### src/rtl/hdmi_video_timing_ctrl.sv
`default_nettype none
// ============================================================================
// Module      : hdmi_video_timing_ctrl
// Description : Fixed-mode DVI/HDMI raster timing. Issues pixel-coordinate
//               requests LOOKAHEAD cycles ahead of the encoders, then delays
//               VDE, sync and control codes so they meet the returned pixel.
//               Optional macro HDMI_PREAMBLE_EN adds the video preamble
//               (CTL0 on the green channel) and the leading guard band.
// Revision    : 1.0 - initial release
// ============================================================================
module hdmi_video_timing_ctrl #(
  parameter int H_ACTIVE  = 640,
  parameter int H_FP      = 16,
  parameter int H_SYNC    = 96,
  parameter int H_BP      = 48,
  parameter int V_ACTIVE  = 480,
  parameter int V_FP      = 10,
  parameter int V_SYNC    = 2,
  parameter int V_BP      = 33,
  parameter bit HSYNC_POL = 1'b0,
  parameter bit VSYNC_POL = 1'b0,
  parameter int LOOKAHEAD = 2
) (
  input  logic        clk,
  input  logic        rst,
  output logic        req_valid,
  output logic [11:0] req_x,
  output logic [11:0] req_y,
  output logic        frame_start,
  output logic        line_start,
  output logic        vde,
  output logic [1:0]  cd_blue,
  output logic [1:0]  cd_green,
  output logic [1:0]  cd_red,
  output logic        guard_band
);

  localparam int H_TOTAL = H_ACTIVE + H_FP + H_SYNC + H_BP;
  localparam int V_TOTAL = V_ACTIVE + V_FP + V_SYNC + V_BP;

  localparam logic [11:0] H_ACT    = 12'(H_ACTIVE);
  localparam logic [11:0] HS_START = 12'(H_ACTIVE + H_FP);
  localparam logic [11:0] HS_END   = 12'(H_ACTIVE + H_FP + H_SYNC);
  localparam logic [11:0] H_LAST   = 12'(H_TOTAL - 1);
  localparam logic [11:0] V_ACT    = 12'(V_ACTIVE);
  localparam logic [11:0] VS_START = 12'(V_ACTIVE + V_FP);
  localparam logic [11:0] VS_END   = 12'(V_ACTIVE + V_FP + V_SYNC);
  localparam logic [11:0] V_LAST   = 12'(V_TOTAL - 1);

  // Stage word layout: {guard, cd_red[1:0], cd_green[1:0], cd_blue[1:0], vde}
  localparam logic [7:0] INACTIVE = {1'b0, 2'b00, 2'b00, ~VSYNC_POL, ~HSYNC_POL, 1'b0};

  logic [11:0] hcount;
  logic [11:0] vcount;
  logic        active;
  logic        hsync_on;
  logic        vsync_on;
  logic [3:0]  ctl;
  logic        guard;
  logic [7:0]  stage_in;
  // Index 0 is the request stage; index LOOKAHEAD feeds the encoders.
  logic [7:0]  pipe [LOOKAHEAD+1];

`ifdef HDMI_PREAMBLE_EN
  localparam logic [11:0] PRE_START = 12'(H_TOTAL - 10);
  localparam logic [11:0] PRE_END   = 12'(H_TOTAL - 3);
  localparam logic [11:0] GB_START  = 12'(H_TOTAL - 2);
  logic [11:0] next_line;
`endif

  // Raster counters: hcount wraps every line, vcount every frame.
  always_ff @(posedge clk) begin
    if (rst) begin
      hcount <= '0;
      vcount <= '0;
    end else if (hcount == H_LAST) begin
      hcount <= '0;
      vcount <= (vcount == V_LAST) ? 12'd0 : vcount + 12'd1;
    end else begin
      hcount <= hcount + 12'd1;
    end
  end

  // Per-position video flags, evaluated on the current count.
  always_comb begin
    active   = (hcount < H_ACT) && (vcount < V_ACT);
    hsync_on = (hcount >= HS_START) && (hcount < HS_END);
    vsync_on = (vcount >= VS_START) && (vcount < VS_END);
    ctl      = 4'b0000;
    guard    = 1'b0;
`ifdef HDMI_PREAMBLE_EN
    // Preamble/guard band lead into a line that carries video.
    next_line = (vcount == V_LAST) ? 12'd0 : vcount + 12'd1;
    if (next_line < V_ACT) begin
      if ((hcount >= PRE_START) && (hcount <= PRE_END)) ctl = 4'b0001;
      if (hcount >= GB_START) guard = 1'b1;
    end
`endif
    stage_in = {guard, ctl[3:2], ctl[1:0],
                vsync_on ? VSYNC_POL : ~VSYNC_POL,
                hsync_on ? HSYNC_POL : ~HSYNC_POL,
                active};
  end

  // Request stage registers, captured together with pipeline stage 0.
  always_ff @(posedge clk) begin
    if (rst) begin
      req_valid   <= 1'b0;
      req_x       <= '0;
      req_y       <= '0;
      frame_start <= 1'b0;
      line_start  <= 1'b0;
    end else begin
      req_valid   <= active;
      req_x       <= hcount;
      req_y       <= vcount;
      frame_start <= (hcount == 12'd0) && (vcount == 12'd0);
      line_start  <= (hcount == 12'd0) && (vcount < V_ACT);
    end
  end

  // Alignment shift register; reset flushes every stage to blanking.
  always_ff @(posedge clk) begin
    if (rst) begin
      for (int i = 0; i <= LOOKAHEAD; i++) pipe[i] <= INACTIVE;
    end else begin
      pipe[0] <= stage_in;
      for (int i = 1; i <= LOOKAHEAD; i++) pipe[i] <= pipe[i-1];
    end
  end

  assign vde        = pipe[LOOKAHEAD][0];
  assign cd_blue    = pipe[LOOKAHEAD][2:1];
  assign cd_green   = pipe[LOOKAHEAD][4:3];
  assign cd_red     = pipe[LOOKAHEAD][6:5];
  assign guard_band = pipe[LOOKAHEAD][7];

endmodule
`default_nettype wire

### config.mk
export PLATFORM = sky130hd
export DESIGN_NAME = hdmi_video_timing_ctrl
export DESIGN_NICKNAME = d
export VERILOG_FILES = /design/src/rtl/hdmi_video_timing_ctrl.sv
export SDC_FILE = /design/constraint.sdc
export NUM_CORES = 1
export LEC_CHECK = 0
export ABC_CLOCK_PERIOD_IN_PS = 2730
export BUFFER_PORTS_ARGS = -buffer_cell sky130_fd_sc_hd__buf_2
export CAP_MARGIN = 20
export CELL_PAD_IN_SITES_DETAIL_PLACEMENT = 0
export CELL_PAD_IN_SITES_GLOBAL_PLACEMENT = 1
export CORE_MARGIN = 2
export CORE_UTILIZATION = 42
export CTS_CLUSTER_SIZE = 12
export DETAILED_ROUTE_END_ITERATION = 6
export PLACE_DENSITY = 0.89
export SYNTH_ARGS = -nofsm -noshare
export SYNTH_HDL_FRONTEND = slang
export SYNTH_SLANG_ARGS = --single-unit
### constraint.sdc
create_clock -name clk -period 2.73 [get_ports clk]
set_input_delay 0.546 -clock clk [delete_from_list [all_inputs] [get_ports clk]]
set_output_delay 0.546 -clock clk [all_outputs]
set_load 0.03 [all_outputs]
==> metrics.txt <==
status=complete, no violations; Critical-path top delay cell=or4b_4; layout cells sized above 1=21.7%; Slew @ Worst Pin=0.635 ns; fin crit period=2.35 ns; GPL Wtd Cong=0.785; dpl cells=321; H-tree depth=3; most frequent CP cell=or4b_4; Via density=4.75; core footprint=5140 µm²; synth-to-layout area growth=17.0%; Die H=77.1 µm; PostCTS Resize Cnt=0; vias in the first global route=1430; switching power=0.377 mW; Rows=26; post-DP HPWL=2590 µm; RSZ-0062 raised after global routing=false; Hold Buf Count CTS=0; DRC Markers=0; Starting Density=43.6%; Slew Viols, Final=0; post-synthesis register bit count=59; TritonCTS clock tree=done; Hold Crit Class=reg2reg; Synth cell types=37; Max Clock Freq=425 MHz; die width=77.1 µm; GRT Util Overall=14.5%; pwr dens=695 nW/µm²; share of Yosys cell area claimed by the top area cell type=52.6%; fin crit share=86.1%; initial antenna violation count=0; port buffer count=31; Nets=269; Clk pwr share=48.2%; worst-path cell chain=or4b_4 > or4b_4 > or4_1 > a21oi_1; Seq/Total Area, Yosys=52.6%; worst-path fanout max=13; P_int=1.45 mW; largest net degree at the start of global routing=37; initial DRC count=102; Post-CTS Setup Inserts=0; top_reg_cell synth=dfxtp_1; CP startpoint kind=register; Syn Area/Cell=9.67 µm²; n_diodes=0; Comb pwr share=3.6%; fin cells=337; I/O pins=37; leak pwr=1.05 nW; Clock Pin Slew Worst Setup and Hold Paths=0.07 ns; Mapped Cells=232; first-pass GRT wire length=6700 µm; root buf cell=clkbuf_8; Clock Skew=0.00585 ns; clock sinks=59; Antenna Nets Post-Route=0; Total Wirelength=3950 µm; endpoints failing hold=0; Pre-antenna DRT Iters=5; power share of the sequential group=48.2%; DR vias=1602; wire per inst=11.7 µm; Worst setup EP type=register; grt ovf=0; Final Util=51.1%; post-synth top area cell=dfxtp_1; Synth Warn #=0; TritonCTS Buffers=9; EDFF count, synth=0; Clock Tree Buf Depth=2; Critical Path AT=2.62 ns; Synth Cell Area=2240 µm²; ranking of synthesized cells by area=dfxtp_1, nor2b_1, nor2_1, ha_1, xnor2_1; Hold WS=0.408 ns; Fillers=503; ys async rst share=0%; Crit Path Class=reg2reg; sw frac=20.7%; Crit path largest cell delay=0.59 ns; peak supply drop=0.000349 V; max-cap viol count=0; Required @ worst endpoint=2.99 ns; final setup vio count=0; Die ar.=5940 µm²; Rel. slew slack=57.1%; Clock Latency Late Sink=0.33 ns; Setup TNS Final=0 ns
-- synth_stat cells (all sizes together), types with 2 or more instances --
cell,count
nor2,21
nand3,6
dfxtp,59
nor4b,4
a21oi,11
buf,11
or4,5
nand2,16
or3,6
xor2,4
nor2b,23
nor3,8
nand4,5
o21ai,7
xnor2,7
ha,5
o31ai,3
and3,2
clkbuf,6
or4b,2
nor4,2
inv,5
or2,4
-- worst max-delay path, delay by kind of cell (launching register included) --
| family | cells | cell delay, ns |
|---|---|---|
| simple gates | 3 | 1.64 |
| compound gates | 1 | 0.15 |
| flops | 1 | 0.49 |
-- cell families after synthesis --
group / share of synthesized area (%)
AND/OR/NAND/NOR: 28.3
buffers and inverters: 5.74
adder cells (fa/ha/maj): 2.79
other: 0.167
XOR/XNOR: 4.29
flip-flops: 52.6
AO/OA/AOI/OAI: 6.08
-- power groups by stage --
stage	Combinational, mW	Sequential [mW]	Clock (mW)
2_1_floorplan	0.0421	0.911	0
3_3_place_gp	0.0659	0.898	0
3_5_place_dp	0.0659	0.898	0
4_1_cts	0.0663	0.879	0.902
5_1_grt	0.0729	0.881	0.939
6_report	0.0653	0.879	0.880
-- layout by cell type (no fill, tap or decap), types with 2 or more instances in the layout --
cell       synthesis  layout
nand4_1            5       5
or4_1              4       4
or2_2              4       4
xnor2_1            7       7
conb_1             1       5
inv_1              5       5
nor3_1             8       8
or4b_4             2       2
nor4_1             2       2
and3_1             2       2
xor2_1             4       4
or3_1              6       6
clkbuf_8           0      11
o21ai_0            7       7
nor2b_1           23      23
bufinv_16          0       2
dfxtp_1           59      59
ha_1               5       5
nand2_1           16      16
clkinv_2           0       3
o31ai_1            3       3
buf_2              1      31
a21oi_1           10      10
nor4b_1            4       4
nor2_1            21      21
nand3_1            6       6
-- cell type report --
cell class / instances / area, µm² / area share, %
sequential: 59 / 1180 / 45.0
multi-input combinational: 155 / 948 / 36.1
timing repair buffer: 32 / 163 / 6.20
clock buffer: 11 / 151 / 5.77
tap: 70 / 87.6 / 3.34
clock inverter: 5 / 75.1 / 2.86
inverter: 5 / 18.8 / 0.715
-- state kept, by name, indices dropped and copies added (netlist names) --
signal       cells
hcount          12
req_y           12
req_x           12
vcount          12
frame_start      1
pipe             9
line_start       1
-- metrics by stage --
| step | power [mW] | setup slack (ns) | cell area (µm²) |
|---|---|---|---|
| floorplan | 0.953 | 0.465 | 2260 |
| global placement | 0.964 | 0.456 | 2400 |
| detailed placement | 0.964 | 0.412 | 2400 |
| CTS | 1.85 | 0.385 | 2630 |
| global route | 1.89 | 0.279 | 2630 |
| finish | 1.82 | 0.378 | 2630 |
-- worst paths after layout --
path	from	cells past startpoint	end	slack [ns]
max	hcount[4]	4	vcount[7]	0.38
min	pipe[0][10]	1	pipe[0][18]	0.41
max reg2reg	hcount[4]	4	vcount[7]	0.38
min reg2reg	pipe[0][10]	1	pipe[0][18]	0.41
-- layer usage --
metal  wire, µm  share of wire (%)  track usage, %
met5          0                  0               0
met4         90                2.3            8.75
met3        210                5.3            5.29
met2       1630                 41            20.6
met1       2020                 51            18.7
No activity file was read; power rests on OpenSTA's default activity.
